### config.mk
export PLATFORM = sky130hd
export DESIGN_NAME = spi_xfer_arbiter
export DESIGN_NICKNAME = d
export VERILOG_FILES = /design/src/rtl/spi_xfer_pkg.sv /design/src/rtl/spi_byte_shifter.sv /design/src/rtl/spi_xfer_arbiter.sv
export SDC_FILE = /design/constraint.sdc
export NUM_CORES = 1
export LEC_CHECK = 0
export ABC_CLOCK_PERIOD_IN_PS = 2500
export CAP_MARGIN = 10
export CELL_PAD_IN_SITES_DETAIL_PLACEMENT = 1
export CELL_PAD_IN_SITES_GLOBAL_PLACEMENT = 1
export CORE_UTILIZATION = 42
export CTS_CLUSTER_DIAMETER = 200
export DETAILED_ROUTE_END_ITERATION = 6
export GPL_ROUTABILITY_DRIVEN = 0
export HOLD_SLACK_MARGIN = 0.12
export PLACE_DENSITY = 0.91
export SYNTH_ARGS = -nofsm -noshare
export SYNTH_HDL_FRONTEND = slang
export SYNTH_SLANG_ARGS = --single-unit
### constraint.sdc
create_clock -name clk -period 2.5 [get_ports clk]
set_clock_uncertainty 0.05 [all_clocks]
set_input_delay 0.625 -clock clk [delete_from_list [all_inputs] [get_ports clk]]
set_output_delay 0.625 -clock clk [all_outputs]
set_load 0.01 [all_outputs]
### src/rtl/spi_xfer_pkg.sv
// Shared definitions for the two-requester SPI transfer arbiter:
// controller state encoding, SPI mode-0 constants, default timing values
// and the round-robin winner selection.
package spi_xfer_pkg;

    // Default timing, all in clk cycles
    localparam int DEF_CLK_DIV  = 4;
    localparam int DEF_CS_SETUP = 2;
    localparam int DEF_CS_HOLD  = 2;

    // SPI mode 0: SCK idles low, data sampled on the rising edge
    localparam logic SPI_CPOL = 1'b0;
    localparam logic SPI_CPHA = 1'b0;

    // Controller state codes, kept as plain constants for older tools
    localparam logic [2:0] S_IDLE  = 3'd0;
    localparam logic [2:0] S_SETUP = 3'd1;
    localparam logic [2:0] S_SHIFT = 3'd2;
    localparam logic [2:0] S_HOLD  = 3'd3;
    localparam logic [2:0] S_GAP   = 3'd4;

    typedef enum logic [2:0] {
        ST_IDLE  = S_IDLE,
        ST_SETUP = S_SETUP,
        ST_SHIFT = S_SHIFT,
        ST_HOLD  = S_HOLD,
        ST_GAP   = S_GAP
    } xfer_state_e;

    // One-hot winner: a lone request wins outright; with both pending the
    // requester that was not served last wins.
    function automatic logic [1:0] pick_winner(input logic [1:0] req,
                                               input logic       last_served);
        logic [1:0] win;
        win = 2'b00;
        if (req == 2'b11) begin
            win = last_served ? 2'b01 : 2'b10;
        end else begin
            win = req;
        end
        return win;
    endfunction

endpackage

### src/rtl/spi_byte_shifter.sv
// One-byte SPI mode-0 engine: SCK divider, 8-bit shift register and bit
// counter. The controller pulses i_load/i_start to begin a byte and sees
// o_byte_done high in the last clk cycle of that byte. Loading a new byte
// in the o_byte_done cycle chains bytes with no idle time between them.
module spi_byte_shifter
    import spi_xfer_pkg::*;
#(
    parameter int CLK_DIV = DEF_CLK_DIV
) (
    input  logic       clk,
    input  logic       rst_n,
    input  logic       i_load,
    input  logic       i_start,
    input  logic [7:0] i_tx_byte,
    input  logic       i_miso,
    output logic       o_sck,
    output logic       o_mosi,
    output logic       o_byte_done,
    output logic [7:0] o_rx_byte
);

    localparam logic [7:0] DIV_RELOAD = 8'(CLK_DIV - 1);

    logic       r_active;
    logic       r_sck;
    logic       r_sample;
    logic [7:0] r_div_cnt;
    logic [2:0] r_bit_cnt;
    logic [7:0] r_sr;
    logic       w_half_end;

    assign w_half_end  = r_active && (r_div_cnt == 8'd0);
    assign o_byte_done = w_half_end && r_sck && (r_bit_cnt == 3'd0);

    // The shift register sends from bit 7 and receives into bit 0, so after
    // eight falling edges it holds the received byte; the final sample is
    // merged here so the byte is complete in the o_byte_done cycle.
    assign o_rx_byte = {r_sr[6:0], r_sample};
    assign o_mosi    = r_sr[7];
    assign o_sck     = r_sck;

    // Half-period timing: low half then high half per bit; MISO captured on
    // the rising edge, MOSI advanced on the falling edge.
    always_ff @(posedge clk or negedge rst_n) begin
        if (!rst_n) begin
            r_active  <= 1'b0;
            r_sck     <= SPI_CPOL;
            r_sample  <= 1'b0;
            r_div_cnt <= 8'd0;
            r_bit_cnt <= 3'd0;
            r_sr      <= 8'h00;
        end else begin
            if (w_half_end) begin
                r_div_cnt <= DIV_RELOAD;
                if (!r_sck) begin
                    r_sck    <= 1'b1;
                    r_sample <= i_miso;
                end else begin
                    r_sck     <= 1'b0;
                    r_sr      <= {r_sr[6:0], r_sample};
                    r_bit_cnt <= r_bit_cnt - 3'd1;
                    if (r_bit_cnt == 3'd0) begin
                        r_active <= 1'b0;
                    end
                end
            end else if (r_active) begin
                r_div_cnt <= r_div_cnt - 8'd1;
            end
            if (i_load) begin
                r_sr <= i_tx_byte;
            end
            if (i_start) begin
                r_active  <= 1'b1;
                r_sck     <= 1'b0;
                r_div_cnt <= DIV_RELOAD;
                r_bit_cnt <= 3'd7;
            end
        end
    end

endmodule

### src/rtl/spi_xfer_arbiter.sv
// Two-requester SPI master arbiter. Grants one requester at a time,
// drives its chip select, streams len+1 bytes through spi_byte_shifter and
// reports each received byte and transfer completion back to the winner.
//
//  state | meaning
//  IDLE  | no transfer; arbitrate pending requests
//  SETUP | CS_n low, waiting CS_SETUP cycles before the first byte
//  SHIFT | bytes being shifted; chained back to back until byte len+1
//  HOLD  | SCK low, CS_n still low for CS_HOLD cycles
//  GAP   | CS_n high, grant cleared, done pulse to the served requester
module spi_xfer_arbiter
    import spi_xfer_pkg::*;
#(
    parameter int CLK_DIV  = DEF_CLK_DIV,
    parameter int CS_SETUP = DEF_CS_SETUP,
    parameter int CS_HOLD  = DEF_CS_HOLD
) (
    input  logic       clk,
    input  logic       rst_n,
    input  logic [1:0] req_i,
    input  logic [3:0] len0_i,
    input  logic [3:0] len1_i,
    input  logic [7:0] tx0_i,
    input  logic [7:0] tx1_i,
    output logic [1:0] tx_pop_o,
    output logic [7:0] rx_data_o,
    output logic [1:0] rx_valid_o,
    output logic [1:0] gnt_o,
    output logic [1:0] done_o,
    output logic       busy_o,
    output logic       sck_o,
    output logic       mosi_o,
    input  logic       miso_i,
    output logic [1:0] cs_n_o
);

    localparam logic [7:0] SETUP_RELOAD = 8'(CS_SETUP - 1);
    localparam logic [7:0] HOLD_RELOAD  = 8'(CS_HOLD - 1);

    xfer_state_e r_state;
    logic [1:0]  r_gnt;
    logic [1:0]  r_cs_n;
    logic        r_last;
    logic [3:0]  r_len;
    logic [3:0]  r_byte_cnt;
    logic [7:0]  r_phase_cnt;
    logic [1:0]  r_done;
    logic [1:0]  r_rx_valid;
    logic [7:0]  r_rx_data;

    logic [1:0]  w_winner;
    logic        w_in_shift;
    logic        w_setup_end;
    logic        w_byte_done;
    logic        w_last_byte;
    logic        w_pop;
    logic [7:0]  w_tx_byte;
    logic        w_sck;
    logic        w_mosi;
    logic [7:0]  w_rx_byte;

    assign w_winner    = pick_winner(req_i, r_last);
    assign w_in_shift  = (r_state == ST_SHIFT);
    assign w_setup_end = (r_state == ST_SETUP) && (r_phase_cnt == 8'd0);
    assign w_last_byte = (r_byte_cnt == r_len);

    // A byte is popped at the end of SETUP and at the end of every byte
    // except the last; the shifter loads it on the following edge.
    assign w_pop     = w_setup_end || (w_in_shift && w_byte_done && !w_last_byte);
    assign w_tx_byte = r_gnt[1] ? tx1_i : tx0_i;

    assign tx_pop_o   = w_pop ? r_gnt : 2'b00;
    assign gnt_o      = r_gnt;
    assign cs_n_o     = r_cs_n;
    assign done_o     = r_done;
    assign busy_o     = (r_state != ST_IDLE);
    assign rx_valid_o = r_rx_valid;
    assign rx_data_o  = r_rx_data;

    // Shifter outputs are gated so the bus is quiet outside SHIFT
    assign sck_o  = w_in_shift ? w_sck : SPI_CPOL;
    assign mosi_o = w_in_shift && w_mosi;

    spi_byte_shifter #(
        .CLK_DIV(CLK_DIV)
    ) u_shifter (
        .clk        (clk),
        .rst_n      (rst_n),
        .i_load     (w_pop),
        .i_start    (w_pop),
        .i_tx_byte  (w_tx_byte),
        .i_miso     (miso_i),
        .o_sck      (w_sck),
        .o_mosi     (w_mosi),
        .o_byte_done(w_byte_done),
        .o_rx_byte  (w_rx_byte)
    );

    // Transfer sequencing: arbitration, CS timing, byte counting, done pulse
    always_ff @(posedge clk or negedge rst_n) begin
        if (!rst_n) begin
            r_state     <= ST_IDLE;
            r_gnt       <= 2'b00;
            r_cs_n      <= 2'b11;
            r_last      <= 1'b1;
            r_len       <= 4'd0;
            r_byte_cnt  <= 4'd0;
            r_phase_cnt <= 8'd0;
            r_done      <= 2'b00;
        end else begin
            r_done <= 2'b00;
            case (r_state)
                ST_IDLE: begin
                    if (req_i != 2'b00) begin
                        r_gnt       <= w_winner;
                        r_cs_n      <= ~w_winner;
                        r_last      <= w_winner[1];
                        r_len       <= w_winner[1] ? len1_i : len0_i;
                        r_byte_cnt  <= 4'd0;
                        r_phase_cnt <= SETUP_RELOAD;
                        r_state     <= ST_SETUP;
                    end
                end
                ST_SETUP: begin
                    if (r_phase_cnt == 8'd0) begin
                        r_state <= ST_SHIFT;
                    end else begin
                        r_phase_cnt <= r_phase_cnt - 8'd1;
                    end
                end
                ST_SHIFT: begin
                    if (w_byte_done) begin
                        // Terminal compare against the latched length; the
                        // counter never has to pass 15, so it cannot wrap.
                        if (w_last_byte) begin
                            r_phase_cnt <= HOLD_RELOAD;
                            r_state     <= ST_HOLD;
                        end else begin
                            r_byte_cnt <= r_byte_cnt + 4'd1;
                        end
                    end
                end
                ST_HOLD: begin
                    if (r_phase_cnt == 8'd0) begin
                        r_done  <= r_gnt;
                        r_gnt   <= 2'b00;
                        r_cs_n  <= 2'b11;
                        r_state <= ST_GAP;
                    end else begin
                        r_phase_cnt <= r_phase_cnt - 8'd1;
                    end
                end
                ST_GAP: begin
                    r_state <= ST_IDLE;
                end
                default: begin
                    r_gnt   <= 2'b00;
                    r_cs_n  <= 2'b11;
                    r_state <= ST_IDLE;
                end
            endcase
        end
    end

    // Received byte is presented the cycle after its final falling edge
    always_ff @(posedge clk or negedge rst_n) begin
        if (!rst_n) begin
            r_rx_valid <= 2'b00;
            r_rx_data  <= 8'h00;
        end else begin
            r_rx_valid <= 2'b00;
            if (w_in_shift && w_byte_done) begin
                r_rx_valid <= r_gnt;
                r_rx_data  <= w_rx_byte;
            end
        end
    end

endmodule

Word level (Yosys, flattened, before mapping) --
Index checks and enable logic that the tools add are counted. Widths: inputs -> output; s select.
Storage, ports and cells: flip-flop bits (word level) 58, word-level logic and storage cells 113
Operators by class: add/sub/neg operators 4, equality and inequality tests 13, mux-type cells 46, bitwise operators 3, reductions and logical operators 31
Operator list (number):
- $mux 8 | 11
- $mux 3 | 8
- $pmux 8 s3 | 1
- $mux 2 | 10
- $logic_not 8->1 | 2
- $mux 4 | 4
- $sub 8x1->8 const B | 2
- $pmux 2 s3 | 2
- $pmux 3 s4 | 1
- $reduce_and 5->1 | 2
- $reduce_bool 2->1 | 5
- $reduce_bool 3->1 | 3
- $mux 1 | 8
- $ne 2x2->1 const B | 4
- $pmux 4 s2 | 1
- $logic_and 1x1->1 | 7
- $eq 3x2->1 const B | 2
- $logic_not 3->1 | 2
- $ne 2x1->1 const B | 3
- $reduce_and 2->1 | 3
- $reduce_and 3->1 | 2
- $add 4x1->4 const B | 1
- $eq 4x4->1 | 1
- $reduce_and 4->1 | 1
- other kinds (10) | 11

Depth between registers and ports, before layout --
depth in word-level cells 9, depth in mapped cells 9

Cells and area by module --
A second synthesis with hierarchy kept.
Second synthesis, totals: cells, all modules 302, area total of the unflattened synthesis 3200.6 µm²
Modules (own cells, without submodules):
- spi_xfer_arbiter | times used 1, cells each 179, area an instance 1955.6 µm², sequential area each 904.6 µm²
- spi_byte_shifter | times used 1, cells each 123, area an instance 1244.9 µm², sequential area each 550.5 µm²

Worst setup path before layout --
OpenSTA, ideal clock, no wires.
path kind register to output, start point register u_shifter.r_div_cnt[0], end point output port tx_pop_o[0], data arrival time 1.552 ns, slack 0.273 ns, cell stages (with the launch flop) 9, path buffers 2, cell sequence dfrtp_1 > inv_1 > ha_1 > and4bb_4 > and4_1 > buf_4 > a21oi_4 > buf_6 > nor2_1
Between the ends: word-level cells in the longest chain between the ends 8
Ends and longest elaborated chain:
- start, declared | line spi_byte_shifter.sv:27 | logic [7:0] r_div_cnt;
- start signal, assigned | line spi_byte_shifter.sv:67 | r_div_cnt <= r_div_cnt - 8'd1;
- $logic_not 8->1 | line spi_byte_shifter.sv:32 | assign w_half_end = r_active && (r_div_cnt == 8'd0);
- $logic_and 1x1->1 | line spi_byte_shifter.sv:32
- $logic_and 1x1->1 (2 in series) | line spi_byte_shifter.sv:33 | assign o_byte_done = w_half_end && r_sck && (r_bit_cnt == 3'd0);
- $logic_and 1x1->1 (2 in series) | line spi_xfer_arbiter.sv:69 | assign w_pop = w_setup_end || (w_in_shift && w_byte_done && !w_last_byte);
- $logic_or 1x1->1 | line spi_xfer_arbiter.sv:69
- $mux 2 | line spi_xfer_arbiter.sv:72 | assign tx_pop_o = w_pop ? r_gnt : 2'b00;
- end, declared | line spi_xfer_arbiter.sv:25 | output logic [1:0] tx_pop_o,
Every way passes these cells.

Worst setup path in the final report --
start point register u_shifter.r_div_cnt[1], end point output port tx_pop_o[1]
The elaborated chain is that of the path after synthesis.

==> out/qor.yml <==
num_io_pins: 50
post-place-cells: 449
diodes: 0
rr_endpoint: "u_shifter.r_sr[6]"
areaGrowthSynthToFinish_pct: 29.3
crit_path_top_delay_cell: "dfrtp_1"
layout-drive-gt1-share_pct: 20.2
synth_compound_area_share_pct: 14.3
power_w: 0.00421
powerDensity_nw_per_um2: 1050
reg2reg_from: "u_shifter.r_div_cnt[1]"
critPathMaxStageDelay_ps: 390
cp_cell_sequence: "inv_1 > ha_1 > and4bb_4 > and4_4 > a21oi_4 > nor2_1 > buf_2"
switching_share_pct: 38.2
drtPass1Iterations: 4
ir_worst_vdd_v: 0.000505
drv_cap: 0
critical_path_class: "reg -> out"
grt_start_max_net_pins: 40
endpoint: "tx_pop_o[1]"
instances_no_fill: 467
grt_pass1_vias: 2938
cp_max_fo: 3
wl_per_cell_um: 18.5
root_buffer: "clkbuf_8"
ys_async_sr_fraction_pct: 100
post-synth-top-count-cell: "dfrtp_1"
status: "complete, no violations"
cp_top_family: "simple AND/OR/NAND/NOR gates"
cts_tree: "done"
die_area_um2: 7720
synth_xor_area_share_pct: 2.83
core_area_um2: 6940
ys_top_cells_by_area: "dfrtp_1 44%, mux2i_1 4.5%, mux2_2 4.4%"
cts_max_path_buffers: 2
nets: 402
end_kind: "output port"
seqPwrFrac_pct: 38.6
finish.utilization_pct: 57.6
die_w_um: 87.9
numCtsBuffers: 9
clock_power_share_pct: 18.5
clk_latency_ps: 340
syn_area_per_cell_um2: 10.6
yosysTopAreaCell: "dfrtp_1"
fin_crit_sh_pct: 96.4
rsz0062_at_grt: "no"
cp_num_buf_inv: 2
drt-initial-drc-count: 118
totalWireLength_um: 8630
required_ps: 1820
netlist_area_um2: 3100
ys_ff_latch: 58
synth_top_area_share_pct: 44.5
post_dp_cell_area_um2: 3820
muxShareOfSynthArea_pct: 9.26
synth_ff_type: "dfrtp_1"
clk_pin_slew_ps: 70
drcViolationCount: 0
startpoint_type: "flip-flop"
leakage_nw: 1.81
grt.total_usage_pct: 25.8
synth_simple_gate_area_share_pct: 19.2
ys_seq_area_share_pct: 47.0
synth_top_family_by_area: "simple AND/OR/NAND/NOR gates"
timing.hold.ws_ps: 193
period_minus_slack_ps: 2410
max_slew_margin_pct: 60.2
cts.sinks: 58
start_util_pct: 44.6
worst_pin_slew_ps: 591
die_y_um: 87.9
rows: 30
p_sw_w: 0.00161
min_path_type: "in -> async"
synth_cells: 293
overflow: 0
grt_antenna_before_repair: 0
htree_levels: 3
setup_violations: 0
synth_adder_area_share_pct: 2.83
worstRegToRegCells: 8
num_vias: 2550
p_int_w: 0.00260
design_area_um2: 4000
io_buffers: 49
crit_start: "u_shifter.r_div_cnt[1]"
fillers: 773
synth.distinct_cells: 58
ant_nets: 0
clock.fmax_mhz: 415
synth_edf_count: 0
dp_hpwl_um: 5900
hold_viol_final: 0
grt_pass1_wl_um: 14900
via_per_inst: 5.46
slew_violations: 0
cp.depth: 7
combinationalPowerShare_pct: 42.9
ys_warn_count: 0
r2r_setup_slack_ps: 400
synth_nets: 329
crit_arrival_ps: 1730
synthTopCellsByCount: "55 x dfrtp_1, 25 x nand2_1, 22 x nor2_1"
-- timing repair --
action / 4_1_cts / 5_1_grt
setup buffers: 2 / 0
gates resized for setup: 13 / 2
hold buffers: 0 / 0
setup endpoints to repair: 4 / 3
pin swaps: 2 / 0
-- flip-flops by register name (all words and copies together) (netlist names) --
| register | cells |
|---|---|
| r_phase_cnt | 8 |
| rx_data_o | 8 |
| u_shifter.r_div_cnt | 8 |
| u_shifter.r_sr | 8 |
| r_byte_cnt | 4 |
| r_len | 4 |
| r_state | 3 |
| u_shifter.r_bit_cnt | 3 |
| cs_n_o | 2 |
| done_o | 2 |
| gnt_o | 2 |
| rx_valid_o | 2 |
| r_last | 1 |
| u_shifter.o_sck | 1 |
| u_shifter.r_active | 1 |
| u_shifter.r_sample | 1 |
-- metal layers --
metal  track usage, %  routed length (um)  up-vias
met5                0                   0        -
met4             12.4                 227        0
met3             3.68                 258       18
met2             46.9                4540       54
met1             29.8                3610     1285
li1                 -                   -     1193
-- stage by stage --
stage / TNS (ps) / worst slack (ps)
floorplan: 0 / 273
global placement: 0 / 71.4
detailed placement: -55.2 / -39.6
CTS: 0 / 43.7
global route: 0 / 1.95
finish: 0 / 90.5
-- cell usage in the layout (no fill, tap or decap), types with 2 or more instances in the layout --
cell type,synthesis,final
a211oi_1,4,4
a21o_1,2,2
a21oi_1,10,10
a221o_1,5,5
a22o_1,7,7
and2_1,8,8
buf_2,3,3
buf_4,3,28
clkbuf_1,5,5
clkbuf_8,0,11
clkdlybuf4s50_1,0,44
dfrtp_1,55,55
dfstp_2,3,3
dlygate4sd2_1,0,2
ha_1,7,7
inv_1,11,9
inv_2,0,2
mux2_2,12,12
mux2i_1,14,14
nand2_1,25,25
nand3_1,7,7
nand3b_1,2,2
nand4_1,4,4
nor2_1,22,22
nor2b_1,5,5
nor3_1,11,10
nor3b_1,3,3
o21a_1,3,3
o21ai_0,15,15
o31ai_1,2,2
or3_1,2,2
xnor2_1,8,8
xor2_1,2,2
-- worst min-delay path by stage --
stage,startpoint,end,slack [ps],depth (start not counted)
after global routing,rst_n,rx_data_o[3],230,1
after global placement,r_last,r_last,410,2
after CTS,rst_n,rx_data_o[3],200,1
after detailed placement,r_last,r_last,410,2
final,rst_n,rx_data_o[3],190,1
after floorplan,rst_n,done_o[0],280,0
-- cell type report --
type	count	area (um2)	share of cell area, %
sequential	58	1460	36.4
inverter	11	41.3	1.03
multi-input combinational	208	1510	37.8
clock buffer	16	170	4.25
timing repair buffer	78	703	17.6
tap	96	120	3.00
-- power by group through the flow --
stage | combinational (W) | clock [W] | sequential [W]
after floorplan | 0.00114 | 0 | 0.00156
after global placement | 0.00162 | 0 | 0.00159
after detailed placement | 0.00173 | 0 | 0.00162
after CTS | 0.00181 | 0.000793 | 0.00162
after global routing | 0.00201 | 0.000827 | 0.00167
final | 0.00180 | 0.000779 | 0.00163
-- kinds of logic after synthesis --
family / count (synthesis)
simple gates: 104
xor+xnor: 10
mux: 27
buf+inv: 27
fa+ha+maj: 7
flops: 58
compound gates: 60
(Power assumes the default switching activity.)
